<file path="config.mk">
export PLATFORM = sky130hd
export DESIGN_NAME = reaction_game_ctrl_flat
export DESIGN_NICKNAME = d
export VERILOG_FILES = /design/src/rtl/reaction_game_ctrl_if.sv /design/src/rtl/reaction_game_ctrl.sv /design/src/flat_wrapper.sv
export SDC_FILE = /design/constraint.sdc
export NUM_CORES = 1
export LEC_CHECK = 0
export BUFFER_PORTS_ARGS = -buffer_cell sky130_fd_sc_hd__buf_2
export CORE_ASPECT_RATIO = 0.9
export CORE_MARGIN = 4
export CORE_UTILIZATION = 55
export CTS_CLUSTER_SIZE = 24
export DETAILED_ROUTE_END_ITERATION = 10
export MAX_ROUTING_LAYER = met4
export PLACE_DENSITY = 0.77
export SLEW_MARGIN = 20
export SYNTH_ARGS = -nofsm -noshare
export SYNTH_HDL_FRONTEND = slang
export SYNTH_SLANG_ARGS = --single-unit
</file>
<file path="constraint.sdc">
create_clock -name clk -period 2.6 [get_ports clk]
set_clock_uncertainty 0.15 [all_clocks]
set_input_delay 0.39 -clock clk [delete_from_list [all_inputs] [get_ports clk]]
set_output_delay 0.39 -clock clk [all_outputs]
set_load 0.05 [all_outputs]
</file>
<file path="src/rtl/reaction_game_ctrl_if.sv">
// Pin bundle between the reaction game controller and the board/display side.
// Latency: none, plain wires.
// Backpressure: none; button is a raw level, the display outputs are levels.
interface reaction_game_ctrl_if;
  logic       button;
  logic [3:0] tens;
  logic [3:0] ones;
  logic [1:0] state;
  logic       go;
  logic       foul;
  logic       timeout;

  // Controller side: samples the button and drives the display and status lines.
  modport master (
    input  button,
    output tens, ones, state, go, foul, timeout
  );

  // Board side: drives the button and observes the display and status lines.
  modport slave (
    output button,
    input  tens, ones, state, go, foul, timeout
  );
endinterface

</file>
<file path="src/rtl/reaction_game_ctrl.sv">
// Reaction game sequencer START -> READY -> PLAY -> FINISH with a BCD reaction score.
// Latency: press acts on the 3rd clk edge after button rises; outputs are registered.
// Backpressure: none; a held button gives one press. Macro REACTION_BEST_SCORE_EN adds a best score.
module reaction_game_ctrl #(
  parameter int unsigned PRESCALE  = 1000,
  parameter int unsigned MIN_WAIT  = 20,
  parameter logic [7:0]  WAIT_MASK = 8'h3F
) (
  input logic                  clk,
  input logic                  reset,
  reaction_game_ctrl_if.master game
);

  localparam int unsigned PW    = $clog2(PRESCALE);
  localparam int unsigned WW    = $clog2(MIN_WAIT + 256);
  localparam logic [7:0]  BLANK = 8'hFF;
  localparam logic [7:0]  TOP   = 8'h99;

  typedef enum logic [1:0] {
    ST_START  = 2'd0,
    ST_READY  = 2'd1,
    ST_PLAY   = 2'd2,
    ST_FINISH = 2'd3
  } state_t;

  state_t          state_q, state_nxt;
  logic            btn_s1, btn_s2, btn_s3;
  logic            press;
  logic [7:0]      lfsr;
  logic [PW-1:0]   presc;
  logic            unit_tick;
  logic [WW-1:0]   wait_q, wait_nxt;
  logic [7:0]      score_q, score_nxt;
  logic [7:0]      disp_q, disp_nxt;
  logic            go_q, go_nxt;
  logic            foul_q, foul_nxt;
  logic            timeout_q, timeout_nxt;
`ifdef REACTION_BEST_SCORE_EN
  logic [7:0]      best_q, best_nxt;
`endif

  // Two-digit BCD increment; ones 9 rolls to 0 and carries into tens.
  function automatic logic [7:0] bcd_inc(input logic [7:0] v);
    if (v[3:0] == 4'd9) begin
      return {v[7:4] + 4'd1, 4'd0};
    end
    return {v[7:4], v[3:0] + 4'd1};
  endfunction

  // Two-flop synchronizer plus one delay flop for rising-edge detection.
  always_ff @(posedge clk or posedge reset) begin
    if (reset) begin
      btn_s1 <= 1'b0;
      btn_s2 <= 1'b0;
      btn_s3 <= 1'b0;
    end else begin
      btn_s1 <= game.button;
      btn_s2 <= btn_s1;
      btn_s3 <= btn_s2;
    end
  end

  assign press = btn_s2 & ~btn_s3;

  // Free-running Fibonacci LFSR (taps 8,6,5,4) used as the source of the random wait.
  always_ff @(posedge clk or posedge reset) begin
    if (reset) begin
      lfsr <= 8'hA5;
    end else begin
      lfsr <= {lfsr[6:0], lfsr[7] ^ lfsr[5] ^ lfsr[4] ^ lfsr[3]};
    end
  end

  assign unit_tick = (presc == PW'(PRESCALE - 1));

  // Score-unit prescaler; restarts on every state change so the first tick lands PRESCALE cycles in.
  always_ff @(posedge clk or posedge reset) begin
    if (reset) begin
      presc <= '0;
    end else if ((state_nxt != state_q) || unit_tick) begin
      presc <= '0;
    end else begin
      presc <= presc + PW'(1);
    end
  end

  // Next-state and next-output decode; a press always outranks a coincident unit tick.
  always_comb begin
    state_nxt   = state_q;
    wait_nxt    = wait_q;
    score_nxt   = score_q;
    disp_nxt    = disp_q;
    foul_nxt    = foul_q;
    timeout_nxt = timeout_q;
`ifdef REACTION_BEST_SCORE_EN
    best_nxt    = best_q;
`endif
    case (state_q)
      ST_START: begin
        if (press) begin
          state_nxt   = ST_READY;
          wait_nxt    = WW'(MIN_WAIT) + WW'(lfsr & WAIT_MASK);
          disp_nxt    = BLANK;
          foul_nxt    = 1'b0;
          timeout_nxt = 1'b0;
        end
      end
      ST_READY: begin
        if (press) begin
          // False start: the player jumped before the go light.
          state_nxt = ST_FINISH;
          foul_nxt  = 1'b1;
          score_nxt = 8'h00;
          disp_nxt  = 8'h00;
        end else if (unit_tick) begin
          if (wait_q <= WW'(1)) begin
            state_nxt = ST_PLAY;
            score_nxt = 8'h00;
            disp_nxt  = 8'h00;
          end else begin
            wait_nxt = wait_q - WW'(1);
          end
        end
      end
      ST_PLAY: begin
        if (press) begin
          // Score freezes at its pre-tick value.
          state_nxt = ST_FINISH;
          disp_nxt  = score_q;
`ifdef REACTION_BEST_SCORE_EN
          if (score_q < best_q) begin
            best_nxt = score_q;
          end
`endif
        end else if (unit_tick) begin
          if (score_q == TOP) begin
            state_nxt   = ST_FINISH;
            timeout_nxt = 1'b1;
            disp_nxt    = TOP;
          end else begin
            score_nxt = bcd_inc(score_q);
            disp_nxt  = bcd_inc(score_q);
          end
        end
      end
      default: begin
        if (press) begin
          state_nxt = ST_START;
`ifdef REACTION_BEST_SCORE_EN
          disp_nxt  = best_q;
`else
          disp_nxt  = score_q;
`endif
        end
      end
    endcase
    go_nxt = (state_nxt == ST_PLAY);
  end

  // State and registered outputs.
  always_ff @(posedge clk or posedge reset) begin
    if (reset) begin
      state_q   <= ST_START;
      wait_q    <= '0;
      score_q   <= 8'h00;
      disp_q    <= 8'h00;
      go_q      <= 1'b0;
      foul_q    <= 1'b0;
      timeout_q <= 1'b0;
    end else begin
      state_q   <= state_nxt;
      wait_q    <= wait_nxt;
      score_q   <= score_nxt;
      disp_q    <= disp_nxt;
      go_q      <= go_nxt;
      foul_q    <= foul_nxt;
      timeout_q <= timeout_nxt;
    end
  end

`ifdef REACTION_BEST_SCORE_EN
  // Best (lowest) clean reaction score since reset.
  always_ff @(posedge clk or posedge reset) begin
    if (reset) begin
      best_q <= TOP;
    end else begin
      best_q <= best_nxt;
    end
  end
`endif

  assign game.state   = state_q;
  assign game.tens    = disp_q[7:4];
  assign game.ones    = disp_q[3:0];
  assign game.go      = go_q;
  assign game.foul    = foul_q;
  assign game.timeout = timeout_q;

endmodule
</file>
<file path="src/flat_wrapper.sv">
// flat-port wrapper written by rule: the top's interface ports become plain ports
module reaction_game_ctrl_flat 
#(
  parameter int unsigned PRESCALE  = 1000,
  parameter int unsigned MIN_WAIT  = 20,
  parameter logic [7:0]  WAIT_MASK = 8'h3F
)
  (clk, reset, game_button, game_tens, game_ones, game_state, game_go, game_foul, game_timeout);
  reaction_game_ctrl_if game_i ();
  input logic clk;
  input logic reset;
  input wire logic [$bits(game_i.button)-1:0] game_button;
  output wire logic [$bits(game_i.tens)-1:0] game_tens;
  output wire logic [$bits(game_i.ones)-1:0] game_ones;
  output wire logic [$bits(game_i.state)-1:0] game_state;
  output wire logic [$bits(game_i.go)-1:0] game_go;
  output wire logic [$bits(game_i.foul)-1:0] game_foul;
  output wire logic [$bits(game_i.timeout)-1:0] game_timeout;
  assign game_i.button = game_button;
  assign game_tens = game_i.tens;
  assign game_ones = game_i.ones;
  assign game_state = game_i.state;
  assign game_go = game_i.go;
  assign game_foul = game_i.foul;
  assign game_timeout = game_i.timeout;
  reaction_game_ctrl #(.PRESCALE(PRESCALE), .MIN_WAIT(MIN_WAIT), .WAIT_MASK(WAIT_MASK)) u_core (.clk(clk), .reset(reset), .game(game_i));
endmodule
</file>
==> impl_summary.log, run 1 <==
INFO  metric ios = 16
INFO  metric gp_weighted_congestion = 0.912
INFO  metric timing.max_slew.rel_slack = 53.3%
INFO  metric worst_pin_slew = between 600 and 700 ps
INFO  metric timing.max_cap.violations = 0
INFO  metric multi_input_area = roughly 1500 um^2
INFO  metric clkTransAtPathRegs = 100 ps
INFO  metric grt-ovfl-total = 0
INFO  metric synth_simple_gate_area_share = between 10% and 20%
INFO  metric asyncSetResetFlopFracSynth = 100%
INFO  metric avgRoutedWirePerCell = 16.0 um
INFO  metric final_number_of_hold_violating_endpoints = 6
INFO  metric htree_levels = 2
INFO  metric timing_max_transition_violations_final = 0
INFO  metric nNetsFinal = roughly 360
INFO  metric static-leakage-power = roughly 1.6 nW
INFO  metric crit_path_max_fanout = 8
INFO  metric reg2reg_slack = around 120 ps
INFO  metric final.period_utilization = 95.5%
INFO  metric outcome = finished, violations left
INFO  metric floorplan.core_area = 5220 um^2
INFO  metric layout.area.seq = around 1300 um^2
INFO  metric timing.rr.end = u_core.score_q[0]$_DFFE_PP0P_
INFO  metric detail_route.drc_violations = 0
INFO  metric synth_cells = roughly 320
INFO  metric layout-drive-gt1-share = 20.7%
INFO  metric yosys.cell_types.count = 59
INFO  metric yosys_warnings = 0
INFO  metric clk_path_buf_depth = 2
INFO  metric dieArea = between 6000 and 7000 um^2
INFO  metric synth_fp_nets = around 330
INFO  metric drt_pre_antenna_iters = 5
INFO  metric synth-seq-cells = 51
INFO  metric final.setup.tns = 0 ps
INFO  metric power.density_cell_area = about 1000 nW/um^2
INFO  metric first_iter_violations = between 200 and 250
INFO  metric dieWidth = 85.2 um
INFO  metric grt_max_degree = 29
INFO  metric failed_checks = hold timing
INFO  metric route.final.wire_length = 6.63 mm
INFO  metric holdWs = -6.44 ps
INFO  metric synth_adder_area_share = ~5.1%
INFO  metric global_router_s_overall_resource_usage = around 22%
INFO  metric crit_path_setup_slack_layout = 117 ps
INFO  metric layout.cells.most_common_list = dfrtp_1, nand2_1, buf_4, nor2_1, a21oi_1
INFO  metric placement.io_buffers = 15
INFO  metric worst-setup-path-type = reg -> reg
INFO  metric r2r_cells = 6
INFO  metric die_height = 77.4 um
INFO  metric number_of_enable_type_register_cells_in_the_synthesized_netlist = 0
INFO  metric numCtsBuffers = 5
INFO  metric ctsRootBufferMaster = clkbuf_8
INFO  metric worstPathRequired = about 2700 ps
INFO  metric layout_commonest_cell = dfrtp_1
INFO  metric clkSinkCount = ~50
INFO  metric dp_slack = 57.6 ps
INFO  metric report.final.setup_viol = 0
INFO  metric hold_path.class = in -> async
INFO  metric std_cell_rows = 25
INFO  metric critPathLaunchType = flop
INFO  metric fillerInstances = 437
INFO  metric final_period_minus_worst_setup_slack = 2480 ps
INFO  metric fmax = approximately 400 MHz
INFO  metric synthesis.area_per_instance = 9.32 um^2
INFO  metric finalPower = 3.49 mW
INFO  metric first_global_vias = 2458
INFO  metric global_route_wire_length_before_repair = 11.6 mm
INFO  metric vdd.ir_drop.worst = 764 uV
INFO  metric area_growth_syn_to_layout = 13.0%
INFO  metric floorplan.initialDensity = 56.4%
INFO  metric timing.critical_path.to_type = flop
INFO  metric syn_area = 2950 um^2
INFO  metric synth_top_family_by_area = compound AO/OA/AOI/OAI gates
INFO  metric synth_mux_area_share = 5.77%
INFO  metric sequential_share_of_the_synthesized_area = between 40% and 50%
INFO  metric final_hpwl_dp = slightly below 5 mm
INFO  metric worstSkewPairLatency = 300 ps
INFO  metric synth_xor_area_share = 3.27%
INFO  metric antenna_viol_nets_final = 0
INFO  metric insertedDiodeCount = 0
INFO  metric vias = 2537
INFO  metric tritoncts = built
INFO  metric regToRegStartpoint = u_core.presc[0]$_DFF_PP0_
INFO  metric synth_compound_gate_area_share = 19.4%
INFO  metric grt_antenna_before_repair = 0
INFO  metric data_arrival_at_the_endpoint_of_the_critical_path = 2530 ps
INFO  metric grt_setup_unrepaired = false
INFO  metric vias_per_cell = 6.11
INFO  metric dominantRegCellSynth = dfrtp_1
layer usage:
layer,track usage [%],part of all wire (%),vias up
met4,5.22,1.0,0
met2,34.1,46,81
met3,3.08,4.7,8
met1,30.1,48,1237
met5,-,0,-
li1,-,-,1211
power breakdown:
group | total (mW) | switching [mW] | internal [mW]
registers | 1.09 | 0.122 | 0.970
clock network | 0.469 | 0.276 | 0.193
logic | 1.93 | 1.23 | 0.696
worst max path at each step:
stage                                          to  cells after the start                      start  slack (ps)
floorplan           u_core.score_q[0]$_DFFE_PP0P_                      8  u_core.presc[0]$_DFF_PP0_         110
global placement    u_core.score_q[0]$_DFFE_PP0P_                      6  u_core.presc[0]$_DFF_PP0_         130
detailed placement  u_core.score_q[0]$_DFFE_PP0P_                      6  u_core.presc[0]$_DFF_PP0_          60
CTS                 u_core.score_q[0]$_DFFE_PP0P_                      6  u_core.presc[0]$_DFF_PP0_          50
global route        u_core.score_q[5]$_DFFE_PP0P_                      6  u_core.presc[0]$_DFF_PP0_          30
finish              u_core.score_q[0]$_DFFE_PP0P_                      6  u_core.presc[0]$_DFF_PP0_         120
cells in the mapped netlist (4+ instances only):
cell      instances  area share (%)
mux2i_1           5             1.7
a21oi_1          20             3.4
inv_1            19             2.4
o21ai_0          19             3.2
clkbuf_1         11             1.4
dfrtp_1          47              40
ha_1             12             5.1
xor2_1            7             2.1
mux2_2            8             3.1
nand2_1          31             3.9
nand3_1           5            0.85
xnor2_1           4             1.2
nand3b_1          4             1.0
nor3_1            9             1.5
dfstp_2           4             3.6
nor4_1           13             2.8
nor2_1           24             3.1
a31oi_1           7             1.5
critical path: stages, from the launching register on:
cell      delay (ps)
dfrtp_1          410
ha_1             230
nand4b_2         150
or3_1            400
or4_1            490
o311a_2          230
mux2_4           320
sequential cells by signal (all words and copies together) (netlist names):
| register | flops |
|---|---|
| u_core.lfsr | 8 |
| u_core.game.go | 1 |
| u_core.game.foul | 1 |
| u_core.game.timeout | 1 |
| u_core.disp_q | 8 |
| u_core.wait_q | 9 |
| u_core.btn_s3 | 1 |
| u_core.presc | 10 |
| u_core.score_q | 8 |
| u_core.btn_s1 | 1 |
| u_core.game.state | 2 |
| u_core.btn_s2 | 1 |
stage by stage:
step	cells	utilization, %	cell area [um^2]
final	415	63.7	3330
after global routing	415	63.7	3330
after CTS	415	63.6	3320
after detailed placement	407	61.8	3230
after global placement	407	61.8	3230
after floorplan	316	-	2950
cell type report:
| cell class | instances | area share [%] |
|---|---|---|
| clock inverter | 3 | 0.714 |
| multi-input combinational | 228 | 45.7 |
| sequential | 51 | 38.5 |
| timing repair buffer | 42 | 8.34 |
| tap | 67 | 2.52 |
| inverter | 19 | 2.14 |
| clock buffer | 5 | 2.07 |
kinds of logic (layout without fill, tap and decap cells):
logic type               Yosys count  in the layout
flip-flops                        51             51
AND/OR/NAND/NOR                  105            105
buffers and inverters             37             69
AO/OA/AOI/OAI                     85             85
adder cells (fa/ha/maj)           12             12
multiplexers                      15             15
XOR/XNOR                          11             11
what timing repair did:
item                       CTS  global route
setup endpoints to repair    0            22
setup buffers                0             0
resized for setup            0             3
hold buffers                 0             0
(Power assumes the default switching activity.)
==> run 2: changes to the inputs <==
--- a/config.mk
+++ b/config.mk
@@ -11,6 +11,7 @@
 export CORE_UTILIZATION = 55
 export CTS_CLUSTER_SIZE = 24
 export DETAILED_ROUTE_END_ITERATION = 10
+export GPL_TIMING_DRIVEN = 0
 export MAX_ROUTING_LAYER = met4
 export PLACE_DENSITY = 0.77
 export SLEW_MARGIN = 20
==> impl_summary.log, run 2 (synthesized netlist as in run 1, its figures left out) <==
INFO  metric outcome = completed
INFO  metric vias = 2554 (+0.67%)
INFO  metric r2r_cells = 8 (+2)
INFO  metric clkSinkCount = 51 (unchanged)
INFO  metric vdd.ir_drop.worst = 746 uV (-2.4%)
INFO  metric holdPathEnd = u_core.btn_s1$_DFF_PP0_
INFO  metric layoutNonFillerInstCount = 413 (-0.48%)
INFO  metric final_cell_area = 3360 um^2 (+0.98%)
INFO  metric dieWidth = 85.2 um (unchanged)
INFO  metric grt-ovfl-total = 0 (unchanged)
INFO  metric std_cell_rows = 25 (unchanged)
INFO  metric worstSkewPairLatency = 310 ps (about the same)
INFO  metric regToRegStartpoint = u_core.presc[1]$_DFF_PP0_
INFO  metric tritoncts = built
INFO  metric grt_antenna_before_repair = 0 (unchanged)
INFO  metric top_regs = u_core.presc (10), u_core.wait_q (9)
INFO  metric largest_register_ff_count = 10 (unchanged)
INFO  metric fillerInstances = 440 (+0.69%)
INFO  metric first_global_vias = 2453 (-0.20%)
INFO  metric reg2reg_slack = 90 ps (-30 ps)
INFO  metric clk_path_buf_depth = 2 (unchanged)
INFO  metric finalCoreUtilization = 64.4% (+0.62 points)
INFO  metric layout-drive-gt1-share = 19.1% (-1.6 points)
INFO  metric timing.max_slew.rel_slack = 62.8% (+9.5 points)
INFO  metric layout_commonest_cell = dfrtp_1
INFO  metric data_arrival_at_the_endpoint_of_the_critical_path = 2560 ps (+30 ps)
INFO  metric worstPathRequired = 2650 ps (about the same)
INFO  metric worst-setup-path-type = reg -> reg
INFO  metric critPathLaunchType = flop
INFO  metric multi_input_area = 1570 um^2 (+3.1%)
INFO  metric floorplan.initialDensity = 56.4% (unchanged)
INFO  metric insertedDiodeCount = 0 (unchanged)
INFO  metric gp_weighted_congestion = 0.943 (+3.4%)
INFO  metric finalPower = 3.58 mW (+2.4%)
INFO  metric die_height = 77.4 um (unchanged)
INFO  metric layout.cells.most_common_list = dfrtp_1, nand2_1, nor2_1, a21oi_1
INFO  metric floorplan.core_area = 5220 um^2 (unchanged)
INFO  metric placement.io_buffers = 15 (unchanged)
INFO  metric global_router_s_overall_resource_usage = 21.3% (-0.48 points)
INFO  metric ios = 16 (unchanged)
INFO  metric timing.critical_path.to_type = flop
INFO  metric holdPathStages = 1
INFO  metric hold_path.class = in -> reg
INFO  metric vias_per_cell = 6.18 (+1.2%)
INFO  metric timing.rr.end = u_core.score_q[1]$_DFFE_PP0P_
INFO  metric htree_levels = 2 (unchanged)
INFO  metric final_number_of_hold_violating_endpoints = 0 (-6)
INFO  metric worst_pin_slew = 544 ps (-151 ps)
INFO  metric final.period_utilization = 96.6% (+1.1 points)
INFO  metric clkTransAtPathRegs = 100 ps (about the same)
INFO  metric final_period_minus_worst_setup_slack = 2510 ps (+28.0 ps)
INFO  metric dieArea = 6590 um^2 (unchanged)
INFO  metric timing_max_transition_violations_final = 0 (unchanged)
INFO  metric final_hpwl_dp = 4.61 mm (-4.6%)
INFO  metric global_route_wire_length_before_repair = 11.2 mm (-2.8%)
INFO  metric ctsRootBufferMaster = clkbuf_8
INFO  metric layout.area.seq = 1280 um^2 (about the same)
INFO  metric standard_cell_area_after_detailed_placement = 3130 um^2 (-3.2%)
INFO  metric drt_pre_antenna_iters = 5 (unchanged)
INFO  metric top_register = u_core.presc
INFO  metric crit_path_max_fanout = 9 (+1)
INFO  metric static-leakage-power = 1.53 nW (-1.4%)
INFO  metric detail_route.drc_violations = 0 (unchanged)
INFO  metric area_growth_syn_to_layout = 14.1%
INFO  metric antenna_viol_nets_final = 0 (unchanged)
INFO  metric placed_cells_incl_taps = 399 (-2.0%)
INFO  metric fmax = 398 MHz (-1.1%)
INFO  metric avgRoutedWirePerCell = 16.0 um (about the same)
INFO  metric numCtsBuffers = 5 (unchanged)
INFO  metric route.final.wire_length = 6.60 mm (-0.44%)
INFO  metric power.density_cell_area = 1060 nW/um^2 (+1.4%)
INFO  metric first_iter_violations = 297 (+34%)
INFO  metric timing.max_cap.violations = 0 (unchanged)
INFO  metric nNetsFinal = 360 (-0.55%)
INFO  metric timing.hold.worst.start = game_button
INFO  metric grt_max_degree = 30 (+3.4%)
INFO  metric report.final.setup_viol = 0 (unchanged)
[run 2: changes by cell type in the layout (fill, tap and decap cells not counted), sizes merged]
cell         change
clkinvlp         -2
inv              -1
clkbuf          +11
clkinv           +2
bufinv           +1
dlygate4sd3      +1
buf             -14
[run 2: cell type report]
type                            instances  share of cell area (%)
Multi-Input combinational cell        228                    46.7
Sequential cell                        51                    38.1
Timing Repair Buffer                   24                    4.69
Buffer                                 16                    2.49
Tap cell                               67                    2.49
Inverter                               19                    2.12
Clock buffer                            5                    2.05
Clock inverter                          3                    1.30
[run 2: worst max-delay path: stages, from the launching register on]
cell and delay, ps:
dfrtp_1 420, ha_4 170, nand4b_2 130, or3_1 340, buf_6 150, or4_1 470, o311a_1 150, buf_6 150
mux2_4 290
[run 2: what timing repair did]
action | CTS | global route
setup buffers | 1 | 6
hold endpoints to repair | 22 | 0
resized for setup | 5 | 16
pin swaps | 0 | 2
endpoints found under the setup margin | 21 | 35
hold buffers | 1 | 0
[run 2: through the flow]
stage          hold slack (ps)  setup slack (ps)  setup TNS, ps
2_1_floorplan              181               113              0
3_3_place_gp               185             -96.7          -1110
3_5_place_dp               189              -178          -2070
4_1_cts                   28.1              9.98              0
5_1_grt                   18.2             -14.5          -34.2
6_report                  34.3              88.8              0
[run 2: where the power goes]
| part | switching, mW | internal [mW] | leakage (nW) |
|---|---|---|---|
| sequential | 0.165 | 0.971 | 0.657 |
| combinational | 1.22 | 0.663 | 0.813 |
| clock | 0.272 | 0.287 | 0.0581 |
[run 2: how the worst max path moves through the flow]
stage,end,from
3_3_place_gp,u_core.presc[7]$_DFF_PP0_,u_core.score_q[1]$_DFFE_PP0P_
6_report,u_core.score_q[1]$_DFFE_PP0P_,u_core.presc[1]$_DFF_PP0_
4_1_cts,u_core.score_q[1]$_DFFE_PP0P_,u_core.presc[1]$_DFF_PP0_
5_1_grt,u_core.score_q[1]$_DFFE_PP0P_,u_core.presc[1]$_DFF_PP0_
3_5_place_dp,u_core.presc[8]$_DFF_PP0_,u_core.score_q[1]$_DFFE_PP0P_
2_1_floorplan,u_core.score_q[0]$_DFFE_PP0P_,u_core.presc[0]$_DFF_PP0_
[run 2: routing by layer]
layer  track usage, %  vias to the layer above  routed length [um]
li1                 -                     1210                   -
met1             28.6                     1242                2930
met2             32.8                       90                3180
met3             3.18                       12                 371
met4             7.75                        0                 116
met5                -                        -                   0
==> run 3: changes to the inputs <==
--- a/config.mk
+++ b/config.mk
@@ -12,8 +12,9 @@
 export CTS_CLUSTER_SIZE = 24
 export DETAILED_ROUTE_END_ITERATION = 10
 export GPL_TIMING_DRIVEN = 0
+export HOLD_SLACK_MARGIN = 0.15
 export MAX_ROUTING_LAYER = met4
-export PLACE_DENSITY = 0.77
+export PLACE_DENSITY = 0.74
 export SLEW_MARGIN = 20
 export SYNTH_ARGS = -nofsm -noshare
 export SYNTH_HDL_FRONTEND = slang
==> constraint.sdc (replaced) <==
create_clock -name clk -period 2.45 [get_ports clk]
set_clock_uncertainty 0.15 [all_clocks]
set_input_delay 0.3675 -clock clk [delete_from_list [all_inputs] [get_ports clk]]
set_output_delay 0.3675 -clock clk [all_outputs]
set_load 0.05 [all_outputs]
==> impl_summary.log, run 3 (synthesized netlist as in run 1, its figures left out) <==
INFO  metric outcome = finished, violations left
INFO  metric failed_checks = setup timing
INFO  metric final_hpwl_dp = 4.67 mm (+1.4%)
INFO  metric grt_max_degree = 34 (+13%)
INFO  metric standard_cell_area_after_detailed_placement = 3140 um^2 (+0.36%)
INFO  metric route.final.wire_length = 7.29 mm (+10%)
INFO  metric internal_power = 2.07 mW (+7.7%)
INFO  metric hold_path.class = reg -> reg
INFO  metric final.setup.tns = -314 ps (-314 ps)
INFO  metric timing.critical_path.to_type = flop
INFO  metric crit_path_setup_slack_layout = -74.1 ps (-163 ps)
INFO  metric htree_levels = 2 (unchanged)
INFO  metric die_height = 77.4 um (unchanged)
INFO  metric worstSkewPairLatency = 320 ps (about the same)
INFO  metric gp_weighted_congestion = 0.895 (-5.1%)
INFO  metric ctsRootBufferMaster = clkbuf_8
INFO  metric static-leakage-power = 1.56 nW (+2.0%)
INFO  metric area_growth_syn_to_layout = 16.1%
INFO  metric critPathLaunchType = flop
INFO  metric grt_setup_unrepaired = true
INFO  metric dieArea = 6590 um^2 (unchanged)
INFO  metric detail_route.drc_violations = 0 (unchanged)
INFO  metric worstPathRequired = 2510 ps (-140 ps)
INFO  metric insertedDiodeCount = 0 (unchanged)
INFO  metric final_number_of_hold_violating_endpoints = 0 (unchanged)
INFO  metric numCtsBuffers = 5 (unchanged)
INFO  metric clkSinkCount = 51 (unchanged)
INFO  metric largest_register_ff_count = 10 (unchanged)
INFO  metric avgRoutedWirePerCell = 17.6 um (+9.9%)
INFO  metric fillerInstances = 441 (+0.23%)
INFO  metric global_router_s_overall_resource_usage = 22.5% (+1.3 points)
INFO  metric crit_path_max_fanout = 8 (-1)
INFO  metric layout.area.seq = 1280 um^2 (+0.19%)
INFO  metric worst_pin_slew = 594 ps (+50.1 ps)
INFO  metric power.net_switching = 1.82 mW (+10%)
INFO  metric timing.max_cap.violations = 0 (unchanged)
INFO  metric antenna_viol_nets_final = 0 (unchanged)
INFO  metric layout.cells.most_common_list = dfrtp_1, nand2_1, nor2_1, a21oi_1
INFO  metric share_clk_of_total_power = 15.5% (about the same)
INFO  metric first_iter_violations = 255 (-14%)
INFO  metric dieWidth = 85.2 um (unchanged)
INFO  metric layout-drive-gt1-share = 23.0% (+3.9 points)
INFO  metric ios = 16 (unchanged)
INFO  metric timing_max_transition_violations_final = 0 (unchanged)
INFO  metric fmax = 396 MHz (-0.51%)
INFO  metric vias_per_cell = 6.27 (+1.4%)
INFO  metric top_register = u_core.presc
INFO  metric power.density_cell_area = 1140 nW/um^2 (+7.0%)
INFO  metric top_regs = u_core.presc (10), u_core.wait_q (9)
INFO  metric first_global_vias = 2447 (-0.24%)
INFO  metric seqPwrFrac = 31.4% (-0.4 points)
INFO  metric grt-ovfl-total = 0 (unchanged)
INFO  metric vias = 2602 (+1.9%)
INFO  metric placement.io_buffers = 15 (unchanged)
INFO  metric final_cell_area = 3420 um^2 (+1.7%)
INFO  metric finalPower = 3.89 mW (+8.9%)
INFO  metric worst-setup-path-type = reg -> reg
INFO  metric report.final.setup_viol = 13 (+13)
INFO  metric layout_commonest_cell = dfrtp_1
INFO  metric vdd.ir_drop.worst = 771 uV (+3.4%)
INFO  metric net_sw_share = 46.9% (+0.59 points)
INFO  metric data_arrival_at_the_endpoint_of_the_critical_path = 2580 ps (+20 ps)
INFO  metric power.combinational.fraction = 53.1% (+0.5 points)
INFO  metric clkTransAtPathRegs = 100 ps (about the same)
INFO  metric global_route_wire_length_before_repair = 11.7 mm (+4.2%)
INFO  metric tritoncts = built
INFO  metric multi_input_area = 1610 um^2 (+2.5%)
INFO  metric final.period_utilization = 103% (+6.4 points)
INFO  metric timing.max_slew.rel_slack = 60.4% (-2.4 points)
INFO  metric final_period_minus_worst_setup_slack = 2520 ps (+12.9 ps)
INFO  metric std_cell_rows = 25 (unchanged)
INFO  metric clk_path_buf_depth = 2 (unchanged)
INFO  metric nNetsFinal = 362 (+0.56%)
INFO  metric floorplan.initialDensity = 56.4% (unchanged)
INFO  metric grt_antenna_before_repair = 0 (unchanged)
INFO  metric drt_pre_antenna_iters = 5 (unchanged)
INFO  metric floorplan.core_area = 5220 um^2 (unchanged)
run 3: power groups by stage:
stage          Clock (mW)  Sequential (mW)  Combinational, mW
6_report            0.602             1.22               2.07
5_1_grt             0.641             1.25               2.24
4_1_cts             0.611             1.20               1.93
3_5_place_dp            0             1.21               1.86
3_3_place_gp            0             1.21               1.81
2_1_floorplan           0             1.50               1.13
run 3: what timing repair did:
| item | in CTS | in global routing |
|---|---|---|
| pin swaps | 1 | 4 |
| hold buffers | 2 | 0 |
| endpoints found under the setup margin | 34 | 32 |
| cloned | 0 | 0 |
| buffers inserted | 4 | 6 |
| endpoints found under the hold margin | 15 | 0 |
| resized for setup | 13 | 14 |
run 3: critical path, cell delays in order, from the launching register on:
cell,delay (ps)
dfrtp_1,430
ha_4,180
nand4b_4,140
or3_4,440
or4_1,480
o311a_1,150
buf_6,150
mux2_4,290
run 3: cell type report:
class / count / share of cell area, %
inverter: 19 / 2.08
sequential: 51 / 37.6
multi-input combinational: 228 / 47.1
timing repair buffer: 28 / 5.56
buffer: 14 / 1.98
tap: 67 / 2.45
clock inverter: 3 / 1.28
clock buffer: 5 / 2.01
run 3: path summary, 6_finish.rpt:
path	slack [ps]	startpoint	to	cells after the start
min reg2reg	200	u_core.btn_s1$_DFF_PP0_	u_core.btn_s2$_DFF_PP0_	0
max in group asynchronous	1200	reset	u_core.score_q[0]$_DFFE_PP0P_	4
max reg2reg	-70	u_core.presc[1]$_DFF_PP0_	u_core.score_q[0]$_DFFE_PP0P_	7
min in group asynchronous	430	reset	u_core.wait_q[6]$_DFFE_PP0P_	3
max	-70	u_core.presc[1]$_DFF_PP0_	u_core.score_q[0]$_DFFE_PP0P_	7
min	200	u_core.btn_s1$_DFF_PP0_	u_core.btn_s2$_DFF_PP0_	0
run 3: stage by stage:
stage / util, % / worst slack [ps] / std cells / hold WS [ps]
after floorplan: - / 10.8 / 316 / 181
after global placement: 59.7 / -216 / 398 / 184
after detailed placement: 60.0 / -280 / 399 / 185
after CTS: 63.9 / -0.730 / 411 / 208
after global routing: 65.5 / -155 / 415 / 218
final: 65.5 / -74.1 / 415 / 205
run 3: routing by layer:
metal  vias up  track usage, %  wire [um]
met5         -               -          0
met4         0            9.97        170
met3        17            3.40        304
met2        79            34.9       3600
met1      1289            29.4       3210
li1       1217               -          -
